==> src/rtl/instr_cycle_sequencer_pkg.sv <==
`default_nettype none
// ============================================================================
//  Package     : cpu_ctrl_pkg
//  Description : Shared types and constants for the 4-bit CPU control path.
//                Holds the sequencer state enum, the 2-bit PHASE output
//                encoding and the instruction width.
//  Revision    : 1.0  initial release
// ============================================================================
package cpu_ctrl_pkg;

    localparam int INST_W = 8;

    typedef enum logic [2:0] {
        PH_IDLE   = 3'd0,
        PH_FETCH  = 3'd1,
        PH_DECODE = 3'd2,
        PH_EXEC   = 3'd3,
        PH_WRITE  = 3'd4
    } phase_e;

    // Externally visible phase encoding; IDLE and FETCH share code 0.
    localparam logic [1:0] PHASE_IDLE   = 2'd0;
    localparam logic [1:0] PHASE_DECODE = 2'd1;
    localparam logic [1:0] PHASE_EXEC   = 2'd2;
    localparam logic [1:0] PHASE_WRITE  = 2'd3;

    function automatic logic [1:0] phase_code(input phase_e st);
        logic [1:0] code;
        code = PHASE_IDLE;
        case (st)
            PH_DECODE: code = PHASE_DECODE;
            PH_EXEC:   code = PHASE_EXEC;
            PH_WRITE:  code = PHASE_WRITE;
            default:   code = PHASE_IDLE;
        endcase
        return code;
    endfunction

endpackage
`default_nettype wire

==> src/rtl/instr_cycle_sequencer_if.sv <==
`default_nettype none
// ============================================================================
//  Interface   : instr_cycle_sequencer_if
//  Description : Switch inputs and datapath control outputs of the
//                instruction-cycle sequencer.
//                  sw_start  raw start switch
//                  sw_inst   raw instruction switches
//                  inst      latched instruction
//                  dec_en / alu_en / wri_en  one-cycle phase strobes
//                  busy      high FETCH..last WRITE cycle
//                  done      one-cycle pulse after last WRITE cycle
//                  phase     0=IDLE/FETCH 1=DECODE 2=EXEC 3=WRITE
//                master = switch/datapath side, slave = sequencer.
//  Revision    : 1.0  initial release
// ============================================================================
interface instr_cycle_sequencer_if;
    import cpu_ctrl_pkg::*;

    logic              sw_start;
    logic [INST_W-1:0] sw_inst;
    logic [INST_W-1:0] inst;
    logic              dec_en;
    logic              alu_en;
    logic              wri_en;
    logic              busy;
    logic              done;
    logic [1:0]        phase;

    modport master (
        output sw_start, sw_inst,
        input  inst, dec_en, alu_en, wri_en, busy, done, phase
    );

    modport slave (
        input  sw_start, sw_inst,
        output inst, dec_en, alu_en, wri_en, busy, done, phase
    );

endinterface
`default_nettype wire

==> src/rtl/instr_cycle_sequencer_sw_debounce.sv <==
`default_nettype none
// ============================================================================
//  Module      : sw_debounce
//  Description : Two-flop synchroniser followed by a stability counter for a
//                mechanical switch. The debounced level changes only after
//                DEB_CYCLES consecutive samples disagree with it. A one-cycle
//                press pulse accompanies each released->pressed flip.
//  Ports       : clk, rst (sync, active-high)
//                raw    asynchronous switch input
//                level  debounced level, 1 = pressed
//                press  one-cycle pulse on released->pressed flip
//  Parameters  : DEB_CYCLES  stable samples required for a level change
//                ACTIVE_LOW  1: raw = 0 means pressed
//  Revision    : 1.0  initial release
// ============================================================================
module sw_debounce #(
    parameter int DEB_CYCLES = 50000,
    parameter bit ACTIVE_LOW = 1'b1
) (
    input  wire logic clk,
    input  wire logic rst,
    input  wire logic raw,
    output logic      level,
    output logic      press
);

    localparam int               CNT_W    = (DEB_CYCLES > 1) ? $clog2(DEB_CYCLES) : 1;
    localparam logic [CNT_W-1:0] CNT_LAST = CNT_W'(DEB_CYCLES - 1);

    // Polarity is folded in before the synchroniser so every register works
    // in the "1 = pressed" domain; clearing them on reset means released.
    logic             w_raw_pressed;
    logic             r_sync1;
    logic             r_sync2;
    logic [CNT_W-1:0] r_cnt;
    logic             r_level;
    logic             r_press;

    assign w_raw_pressed = raw ^ ACTIVE_LOW;

    always_ff @(posedge clk) begin
        if (rst) begin
            r_sync1 <= 1'b0;
            r_sync2 <= 1'b0;
            r_cnt   <= '0;
            r_level <= 1'b0;
            r_press <= 1'b0;
        end else begin
            r_sync1 <= w_raw_pressed;
            r_sync2 <= r_sync1;
            r_press <= 1'b0;
            if (r_sync2 != r_level) begin
                if (r_cnt == CNT_LAST) begin
                    r_level <= r_sync2;
                    r_cnt   <= '0;
                    // Only the released->pressed transition produces a pulse.
                    r_press <= r_sync2;
                end else begin
                    r_cnt <= r_cnt + 1'b1;
                end
            end else begin
                r_cnt <= '0;
            end
        end
    end

    assign level = r_level;
    assign press = r_press;

endmodule
`default_nettype wire

==> src/rtl/instr_cycle_sequencer.sv <==
`default_nettype none
// ============================================================================
//  Module      : instr_cycle_sequencer
//  Description : Single-clock instruction-cycle controller. Debounces the
//                start switch, latches the instruction switches at FETCH and
//                issues one-cycle DECODE / EXEC / WRITE enables so that all
//                datapath registers run on clk.
//  Ports       : clk, rst (sync, active-high)
//                bus  instr_cycle_sequencer_if.slave
//                     (sw_start, sw_inst -> inst, dec_en, alu_en, wri_en,
//                      busy, done, phase)
//  Parameters  : DEB_CYCLES, PHASE_GAP (0..15), START_ACTIVE_LOW,
//                REPEAT_CYCLES
//  Macros      : AUTO_REPEAT_EN  enables synthetic presses every
//                REPEAT_CYCLES while the start switch stays held
//  Revision    : 1.0  initial release
// ============================================================================
module instr_cycle_sequencer
    import cpu_ctrl_pkg::*;
#(
    parameter int DEB_CYCLES       = 50000,
    parameter int PHASE_GAP        = 0,
    parameter int START_ACTIVE_LOW = 1,
    parameter int REPEAT_CYCLES    = 1000000
) (
    input  wire logic               clk,
    input  wire logic               rst,
    instr_cycle_sequencer_if.slave  bus
);

    localparam logic [3:0] GAP_LAST = (PHASE_GAP > 15) ? 4'd15 : 4'(PHASE_GAP);

    logic              w_level;
    logic              w_press;
    logic              w_start;

    phase_e            r_state;
    logic [3:0]        r_gap_cnt;
    logic [3:0]        w_gap_next;
    logic              w_gap_done;
    logic [INST_W-1:0] r_inst;
    logic              r_dec_en;
    logic              r_alu_en;
    logic              r_wri_en;
    logic              r_busy;
    logic              r_done;
    logic [1:0]        r_phase;

    sw_debounce #(
        .DEB_CYCLES (DEB_CYCLES),
        .ACTIVE_LOW (START_ACTIVE_LOW != 0)
    ) u_start_deb (
        .clk   (clk),
        .rst   (rst),
        .raw   (bus.sw_start),
        .level (w_level),
        .press (w_press)
    );

`ifdef AUTO_REPEAT_EN
    localparam int             REP_W    = (REPEAT_CYCLES > 1) ? $clog2(REPEAT_CYCLES) : 1;
    localparam logic [REP_W-1:0] REP_LAST = REP_W'(REPEAT_CYCLES - 1);

    logic [REP_W-1:0] r_rep_cnt;
    logic             w_rep_fire;

    // The counter runs whenever the switch is held; it saturates at its
    // terminal value while an instruction is still in flight and fires once
    // the FSM is back in IDLE.
    assign w_rep_fire = w_level && (r_state == PH_IDLE) && (r_rep_cnt == REP_LAST);

    always_ff @(posedge clk) begin
        if (rst || !w_level || w_press || w_rep_fire) begin
            r_rep_cnt <= '0;
        end else if (r_rep_cnt != REP_LAST) begin
            r_rep_cnt <= r_rep_cnt + 1'b1;
        end
    end

    assign w_start = w_press | w_rep_fire;
`else
    logic [32:0] w_unused_cfg;

    assign w_unused_cfg = {w_level, 32'(REPEAT_CYCLES)};
    assign w_start      = w_press;
`endif

    // Per-phase stretch counter: saturates at 15, reloaded on phase entry.
    assign w_gap_next = (r_gap_cnt == 4'hF) ? r_gap_cnt : r_gap_cnt + 4'd1;
    assign w_gap_done = (r_gap_cnt == GAP_LAST);

    always_ff @(posedge clk) begin
        if (rst) begin
            r_state   <= PH_IDLE;
            r_gap_cnt <= 4'd0;
            r_inst    <= '0;
            r_dec_en  <= 1'b0;
            r_alu_en  <= 1'b0;
            r_wri_en  <= 1'b0;
            r_busy    <= 1'b0;
            r_done    <= 1'b0;
            r_phase   <= PHASE_IDLE;
        end else begin
            r_dec_en <= 1'b0;
            r_alu_en <= 1'b0;
            r_wri_en <= 1'b0;
            r_done   <= 1'b0;
            case (r_state)
                PH_IDLE: begin
                    // A press in the DONE cycle lands here and is accepted.
                    if (w_start) begin
                        r_state <= PH_FETCH;
                        r_busy  <= 1'b1;
                        r_phase <= phase_code(PH_FETCH);
                    end
                end
                PH_FETCH: begin
                    r_inst    <= bus.sw_inst;
                    r_state   <= PH_DECODE;
                    r_phase   <= phase_code(PH_DECODE);
                    r_dec_en  <= 1'b1;
                    r_gap_cnt <= 4'd0;
                end
                PH_DECODE: begin
                    if (w_gap_done) begin
                        r_state   <= PH_EXEC;
                        r_phase   <= phase_code(PH_EXEC);
                        r_alu_en  <= 1'b1;
                        r_gap_cnt <= 4'd0;
                    end else begin
                        r_gap_cnt <= w_gap_next;
                    end
                end
                PH_EXEC: begin
                    if (w_gap_done) begin
                        r_state   <= PH_WRITE;
                        r_phase   <= phase_code(PH_WRITE);
                        r_wri_en  <= 1'b1;
                        r_gap_cnt <= 4'd0;
                    end else begin
                        r_gap_cnt <= w_gap_next;
                    end
                end
                PH_WRITE: begin
                    if (w_gap_done) begin
                        r_state   <= PH_IDLE;
                        r_phase   <= phase_code(PH_IDLE);
                        r_busy    <= 1'b0;
                        r_done    <= 1'b1;
                        r_gap_cnt <= 4'd0;
                    end else begin
                        r_gap_cnt <= w_gap_next;
                    end
                end
                default: begin
                    r_state <= PH_IDLE;
                    r_phase <= PHASE_IDLE;
                    r_busy  <= 1'b0;
                end
            endcase
        end
    end

    assign bus.inst   = r_inst;
    assign bus.dec_en = r_dec_en;
    assign bus.alu_en = r_alu_en;
    assign bus.wri_en = r_wri_en;
    assign bus.busy   = r_busy;
    assign bus.done   = r_done;
    assign bus.phase  = r_phase;

endmodule
`default_nettype wire

==> src/flat_wrapper.sv <==
// flat-port wrapper written by rule: the top's interface ports become plain ports
module instr_cycle_sequencer_flat import cpu_ctrl_pkg::*;
#(
    parameter int DEB_CYCLES       = 50000,
    parameter int PHASE_GAP        = 0,
    parameter int START_ACTIVE_LOW = 1,
    parameter int REPEAT_CYCLES    = 1000000
)
  (clk, rst, bus_sw_start, bus_sw_inst, bus_inst, bus_dec_en, bus_alu_en, bus_wri_en, bus_busy, bus_done, bus_phase);
  instr_cycle_sequencer_if bus_i ();
  input  wire logic clk;
  input  wire logic rst;
  input wire logic [$bits(bus_i.sw_start)-1:0] bus_sw_start;
  input wire logic [$bits(bus_i.sw_inst)-1:0] bus_sw_inst;
  output wire logic [$bits(bus_i.inst)-1:0] bus_inst;
  output wire logic [$bits(bus_i.dec_en)-1:0] bus_dec_en;
  output wire logic [$bits(bus_i.alu_en)-1:0] bus_alu_en;
  output wire logic [$bits(bus_i.wri_en)-1:0] bus_wri_en;
  output wire logic [$bits(bus_i.busy)-1:0] bus_busy;
  output wire logic [$bits(bus_i.done)-1:0] bus_done;
  output wire logic [$bits(bus_i.phase)-1:0] bus_phase;
  assign bus_i.sw_start = bus_sw_start;
  assign bus_i.sw_inst = bus_sw_inst;
  assign bus_inst = bus_i.inst;
  assign bus_dec_en = bus_i.dec_en;
  assign bus_alu_en = bus_i.alu_en;
  assign bus_wri_en = bus_i.wri_en;
  assign bus_busy = bus_i.busy;
  assign bus_done = bus_i.done;
  assign bus_phase = bus_i.phase;
  instr_cycle_sequencer #(.DEB_CYCLES(DEB_CYCLES), .PHASE_GAP(PHASE_GAP), .START_ACTIVE_LOW(START_ACTIVE_LOW), .REPEAT_CYCLES(REPEAT_CYCLES)) u_core (.clk(clk), .rst(rst), .bus(bus_i));
endmodule
==> config.mk <==
export PLATFORM = sky130hd
export DESIGN_NAME = instr_cycle_sequencer_flat
export DESIGN_NICKNAME = d
export VERILOG_FILES = /design/src/rtl/instr_cycle_sequencer_pkg.sv /design/src/rtl/instr_cycle_sequencer_if.sv /design/src/rtl/instr_cycle_sequencer_sw_debounce.sv /design/src/rtl/instr_cycle_sequencer.sv /design/src/flat_wrapper.sv
export SDC_FILE = /design/constraint.sdc
export NUM_CORES = 1
export LEC_CHECK = 0
export BUFFER_PORTS_ARGS = -buffer_cell sky130_fd_sc_hd__buf_2
export CAP_MARGIN = 20
export CORE_ASPECT_RATIO = 0.8
export CORE_MARGIN = 1
export CORE_UTILIZATION = 50
export DETAILED_ROUTE_END_ITERATION = 10
export PLACE_DENSITY = 0.81
export SLEW_MARGIN = 20
export SYNTH_ARGS = -nofsm -noshare
export SYNTH_HDL_FRONTEND = slang
export SYNTH_SLANG_ARGS = --single-unit
==> constraint.sdc <==
create_clock -name clk -period 2.5 [get_ports clk]
set_clock_uncertainty 0.2 [all_clocks]
set_input_delay 0.625 -clock clk [delete_from_list [all_inputs] [get_ports clk]]
set_output_delay 0.625 -clock clk [all_outputs]
set_load 0.005 [all_outputs]
=== Word level (Yosys, flattened, before mapping) ===
Index checks and enable logic that the tools add are counted.

* Flip-flop bits (word level): 42
* Latch bits: 0
* RAM bits: 0
* Bits in read-only memories: 0
* Input bits: 11
* Output and inout port bits: 15
* Word-level logic and storage cells: 67
* Memories: 0

* Add/subtract/negate cells: 2
* Multiply operators: 0
* Divide/modulo/power cells: 0
* Magnitude comparators: 0
* Eq/ne operators: 12
* Shift-type cells: 0
* Multiplexer cells: 18
* Bitwise operators: 7
* Reductions and logical operators: 14

{| class="wikitable"
|+ Operator list
! operator !! count
|-
| $add A16 B1 Y16 const B || 1
|-
| $eq A16 B16 Y1 const B || 1
|-
| $pmux W3 S5 || 1
|-
| $mux W3 || 4
|-
| $reduce_or A3 Y1 || 4
|-
| $pmux W2 S5 || 1
|-
| $mux W2 || 4
|-
| $mux W4 || 2
|-
| $pmux W4 S2 || 1
|-
| $not A1 Y1 || 7
|-
| $eq A3 B2 Y1 const B || 2
|-
| $ne A2 B1 Y1 const B || 3
|-
| $reduce_or A2 Y1 || 3
|-
| $add A4 B1 Y4 const B || 1
|-
| $eq A4 B4 Y1 const B || 1
|-
| $logic_not A4 Y1 || 1
|-
| $mux W1 || 4
|-
| $reduce_and A2 Y1 || 2
|-
| $reduce_and A4 Y1 || 1
|-
| $eq A3 B1 Y1 const B || 1
|-
| $eq A3 B3 Y1 const B || 1
|-
| $logic_not A3 Y1 || 1
|-
| $ne A3 B2 Y1 const B || 1
|-
| $pmux W1 S3 || 1
|-
| other kinds (4) || 4
|}

=== Logic depth before layout (Yosys ltp) ===
* Depth in word-level cells: 4
* Gate-level depth with buffers: 6
* Mapped depth without buffers: 6

=== Modules after synthesis ===
Synthesis repeated with hierarchy kept, for this count alone.

* Cells, all modules: 199
* Area total of the unflattened synthesis: 1865.5 um^2

{| class="wikitable"
|+ Modules (own cells, without submodules)
! module !! instances !! cells each !! area each (um^2) !! sequential area each (um^2)
|-
| instr_cycle_sequencer || 1 || 110 || 969.7 || 440.4
|-
| sw_debounce || 1 || 89 || 895.9 || 400.4
|}

=== Worst setup path before layout ===
Ideal clock, no wire load.

* Path kind: register to register
* Start: register u_core.u_start_deb.r_cnt[0]
* End: register u_core.u_start_deb.r_cnt[10]
* Setup time: 117 ps
* Data arrival time: 1290 ps
* Data required time: 2183 ps
* Setup slack: 893 ps
* Cell stages (with the launch flop): 7
* Path buffers: 1
* Clock period less this slack: 1607 ps
* Path through: dfxtp_1 -> ha_1 -> and3_2 -> nand4_1 -> nand2_1 -> buf_2 -> nor2_1

* Longest elaborated chain between the ends: 2
* Elaborated cells between the ends (all ways): 3
* Classes of those cells: add/sub (1); eq/ne (1); reduce/logical (1)

{| class="wikitable"
|+ RTL lines
! what !! line !! text
|-
| from (decl) || instr_cycle_sequencer_sw_debounce.sv:35 || <nowiki>logic [CNT_W-1:0] r_cnt;</nowiki>
|-
| from (signal assigned) || instr_cycle_sequencer_sw_debounce.sv:59 || <nowiki>r_cnt <= r_cnt + 1'b1;</nowiki>
|-
| branches (longest 2 deep; another with $add A16 B1 Y16) || -- ||
|}

Several ways; the timed one is not identified.
A chain may end at the register's enable or synchronous reset.

=== Worst setup path after layout ===
* Start: register u_core.r_state[2]
* End: register u_core.r_gap_cnt[0]

* Longest elaborated chain between the ends: 4
* Elaborated cells between the ends (all ways): 9
* Classes of those cells: eq/ne (5); mux (1); reduce/logical (3)

{| class="wikitable"
|+ RTL lines
! what !! line !! text
|-
| from (decl) || instr_cycle_sequencer.sv:37 || <nowiki>phase_e r_state;</nowiki>
|-
| from (signal assigned) || instr_cycle_sequencer.sv:94 || <nowiki>r_state <= PH_IDLE;</nowiki>
|-
| from (signal assigned) || instr_cycle_sequencer.sv:112 || <nowiki>r_state <= PH_FETCH;</nowiki>
|-
| from (signal assigned) || instr_cycle_sequencer.sv:119 || <nowiki>r_state <= PH_DECODE;</nowiki>
|-
| $eq A3 B2 Y1 / $eq A3 B3 Y1 (equally long branches) || instr_cycle_sequencer.sv:108 || <nowiki>case (r_state)</nowiki>
|-
| $reduce_or A3 Y1 (no line) || -- ||
|-
| $ne A3 B2 Y1 (no line) / $reduce_bool A2 Y1 (equally long branches) || -- ||
|-
| $reduce_and A2 Y1 (no line) || -- ||
|-
| to (signal assigned) || instr_cycle_sequencer.sv:131 || <nowiki>r_gap_cnt <= w_gap_next;</nowiki>
|-
| to (signal assigned) || instr_cycle_sequencer.sv:141 || <nowiki>r_gap_cnt <= w_gap_next;</nowiki>
|-
| to (signal assigned) || instr_cycle_sequencer.sv:152 || <nowiki>r_gap_cnt <= w_gap_next;</nowiki>
|-
| to (decl) || instr_cycle_sequencer.sv:38 || <nowiki>logic [3:0] r_gap_cnt;</nowiki>
|}

Parallel ways exist; a longest one is shown, timed or not.

==> results.toml <==
[finish]
layout_commonest_cell = "dfxtp_1"
final_cell_mix = "dfxtp_1 (42), nand2_1 (25), buf_2 (25)"
antenna_cells = 0
syn2layout_area_growth_pct = 13.49
drive_above_1_share_pct = 17.95
nets = 247
stdcell_count = 276
fill_cells = 312

[drt]
drt_wl_total_um = 3440
vias_per_cell = 5.533
ant_nets = 0
first_pass_iters = 4
routedWlPerCell_um = 12.46
drt-initial-drc-count = 73
drc_errors = 0
num_vias = 1527

[global_routing]
grt_pass1_vias = 1306
grt_pass1_wl_um = 5837
gr-total-overflow = 0
antenna_found_initial = 0
grt_max_degree = 25
grt_usage_pct = 18.64

[critical_path]
cp_cell_sequence = "nor3b_4 -> o21ai_1 -> or3_1 -> a21oi_1"
crit_type = "reg2reg"
worstSetupEndpointType = "flop"
r2r_cells = 4
cp.arrival_ps = 1910
required_ps = 2530
crit_slowest_cell = "dfxtp_1"
slowest_delay_ps = 540
start_kind = "flop"
crit_fanout = 10

[flow_run]
maxCapViolations = 0

[die]
die_height_um = 56.49
die-width_um = 70.11
design.portCount = 26
rows = 19
core_region_area_sq_um = 3495
start_util_pct = 53.10
dieArea_sq_um = 3960

[power]
leakagePower_nw = 0.7848
powerDensity_nw_per_um2 = 565.2
p_total_w = 0.001190
peakVddDrop_uv = 337.4

[clock_tree]
post_cts_buffers = 0
cts_tree = "done"
htree_levels = 2
ctsHoldBuffers = 0
cts.sinks = 42
clockBufferDepth = 2
clock_latency_ps = 290
ctsResizeCount = 0
cts-buffers-inserted = 5
clockRootBuffer = "clkbuf_8"
clk_pin_slew_worst_paths_ps = 80

[sta]
fin_tns_setup_ps = 0
period_share_pct = 75.35
max_freq_mhz = 530.8
setup_viol = 0
drv_slew = 0
rsz0062_at_grt = "no"
worst_pin_slew_ps = 576.1
period_needed_ps = 1884
hold_viol = 0
maxSlewHeadroom_pct = 61.45

[synthesis]
synth.area.top_cells = "dfxtp_1 (45%), nand2_1 (5.1%), xnor2_1 (4.7%)"
synth_area_per_cell_sq_um = 8.878
syn_area_sq_um = 1856
synth_nets = 223
yosysUniqueCellTypes = 48
synth_ff_type = "dfxtp_1"
synth_edf_count = 0
yosys_warnings = 0
synth_largest_area_cell = "dfxtp_1"
synth_top_area_share_pct = 45.31
synthCells = 209
synth_seq_area_share_pct = 45.31
ys_ff_latch = 42
synthArstFlopShare_pct = 0

[placed_design]
io_buffer_count = 25
routabilityCongestion = 0.8097
placed_cells = 268
dp_hpwl_um = 2396

[min_path]
hold_class = "reg2reg"
hold_path_depth = 2

[run_status]
outcome = "finished clean"
==> where the power goes <==
group          switching, W  internal, W  leakage, nW
sequential       0.00000115     0.000670        0.339
combinational     0.0000116   0.00000732        0.389
clock              0.000221     0.000279       0.0575
==> critical path, delay by kind of cell, from the launching register on <==
| family | cells | cell delay, ps |
|---|---|---|
| DFF | 1 | 540 |
| AOI/OAI and AO/OA | 2 | 330 |
| and+or+nand+nor | 2 | 760 |
==> flip-flops by register name (all words and copies together) (netlist names) <==
signal,count
u_core.u_start_deb.r_cnt,16
u_core.r_state,3
u_core.bus.dec_en,1
u_core.u_start_deb.press,1
u_core.bus.busy,1
u_core.bus.done,1
u_core.bus.alu_en,1
u_core.bus.inst,8
u_core.u_start_deb.r_sync1,1
u_core.u_start_deb.r_sync2,1
u_core.bus.wri_en,1
u_core.r_gap_cnt,4
u_core.bus.phase,2
u_core.u_start_deb.level,1
==> cells in the mapped netlist, types with 2 or more instances <==
library cell	n
a21oi_1	17
a32oi_1	2
and3_1	6
buf_2	3
clkbuf_1	4
dfxtp_1	42
ha_1	3
inv_1	7
mux2i_1	3
nand2_1	25
nand3_1	9
nand4_1	4
nor2_1	21
nor2b_1	3
nor3_1	3
nor4_1	3
nor4b_1	2
nor4bb_1	2
o211ai_1	3
o21ai_0	3
o221ai_1	2
o31ai_1	2
or3_1	2
or4_1	2
xnor2_1	10
xor2_1	4
==> cells by family after synthesis <==
family / share of synthesized area (%)
DFF: 45.31
xor gates and xnor gates: 6.608
adders and majority gates: 2.023
buffers and inverters: 3.439
AOI/OAI and AO/OA: 12.88
muxes: 1.618
and+or+nand+nor: 28.12
==> worst paths after layout <==
path	from	endpoint	slack, ps
worst max-delay path	u_core.r_state[2]$_SDFFE_PP0P_	u_core.r_gap_cnt[0]$_SDFFE_PP0P_	620
worst min-delay path	u_core.bus.inst[6]$_SDFFE_PP0P_	u_core.bus.inst[6]$_SDFFE_PP0P_	250
worst max register to register	u_core.r_state[2]$_SDFFE_PP0P_	u_core.r_gap_cnt[0]$_SDFFE_PP0P_	620
worst min register to register	u_core.bus.inst[6]$_SDFFE_PP0P_	u_core.bus.inst[6]$_SDFFE_PP0P_	250
==> metal layers <==
metal / vias up / global-route usage (%) / part of all wire [%]
li1: 789 / - / -
met1: 682 / 26.62 / 51
met2: 49 / 26.10 / 40
met3: 7 / 5.386 / 6.5
met4: 0 / 8.000 / 1.8
met5: - / 0 / 0
==> stage by stage <==
step | hold slack [ps] | worst slack [ps] | utilization [%] | cell area, sq um
final | 252.0 | 616.2 | 60.26 | 2106
after global routing | 263.4 | 427.0 | 60.26 | 2106
after CTS | 253.9 | 617.9 | 60.26 | 2106
after detailed placement | 243.4 | 549.5 | 57.11 | 1996
after global placement | 219.0 | 603.2 | 57.11 | 1996
after floorplan | 213.8 | 892.6 | - | 1856
==> cell type report <==
class | instances | area [sq um] | area share, %
Clock buffer | 8 | 110.1 | 5.229
Tap cell | 42 | 52.55 | 2.496
Sequential cell | 42 | 840.8 | 39.93
Timing Repair Buffer | 25 | 125.1 | 5.942
Inverter | 7 | 26.28 | 1.248
Multi-Input combinational cell | 152 | 950.9 | 45.16
Power figures use the tool's default switching activity.
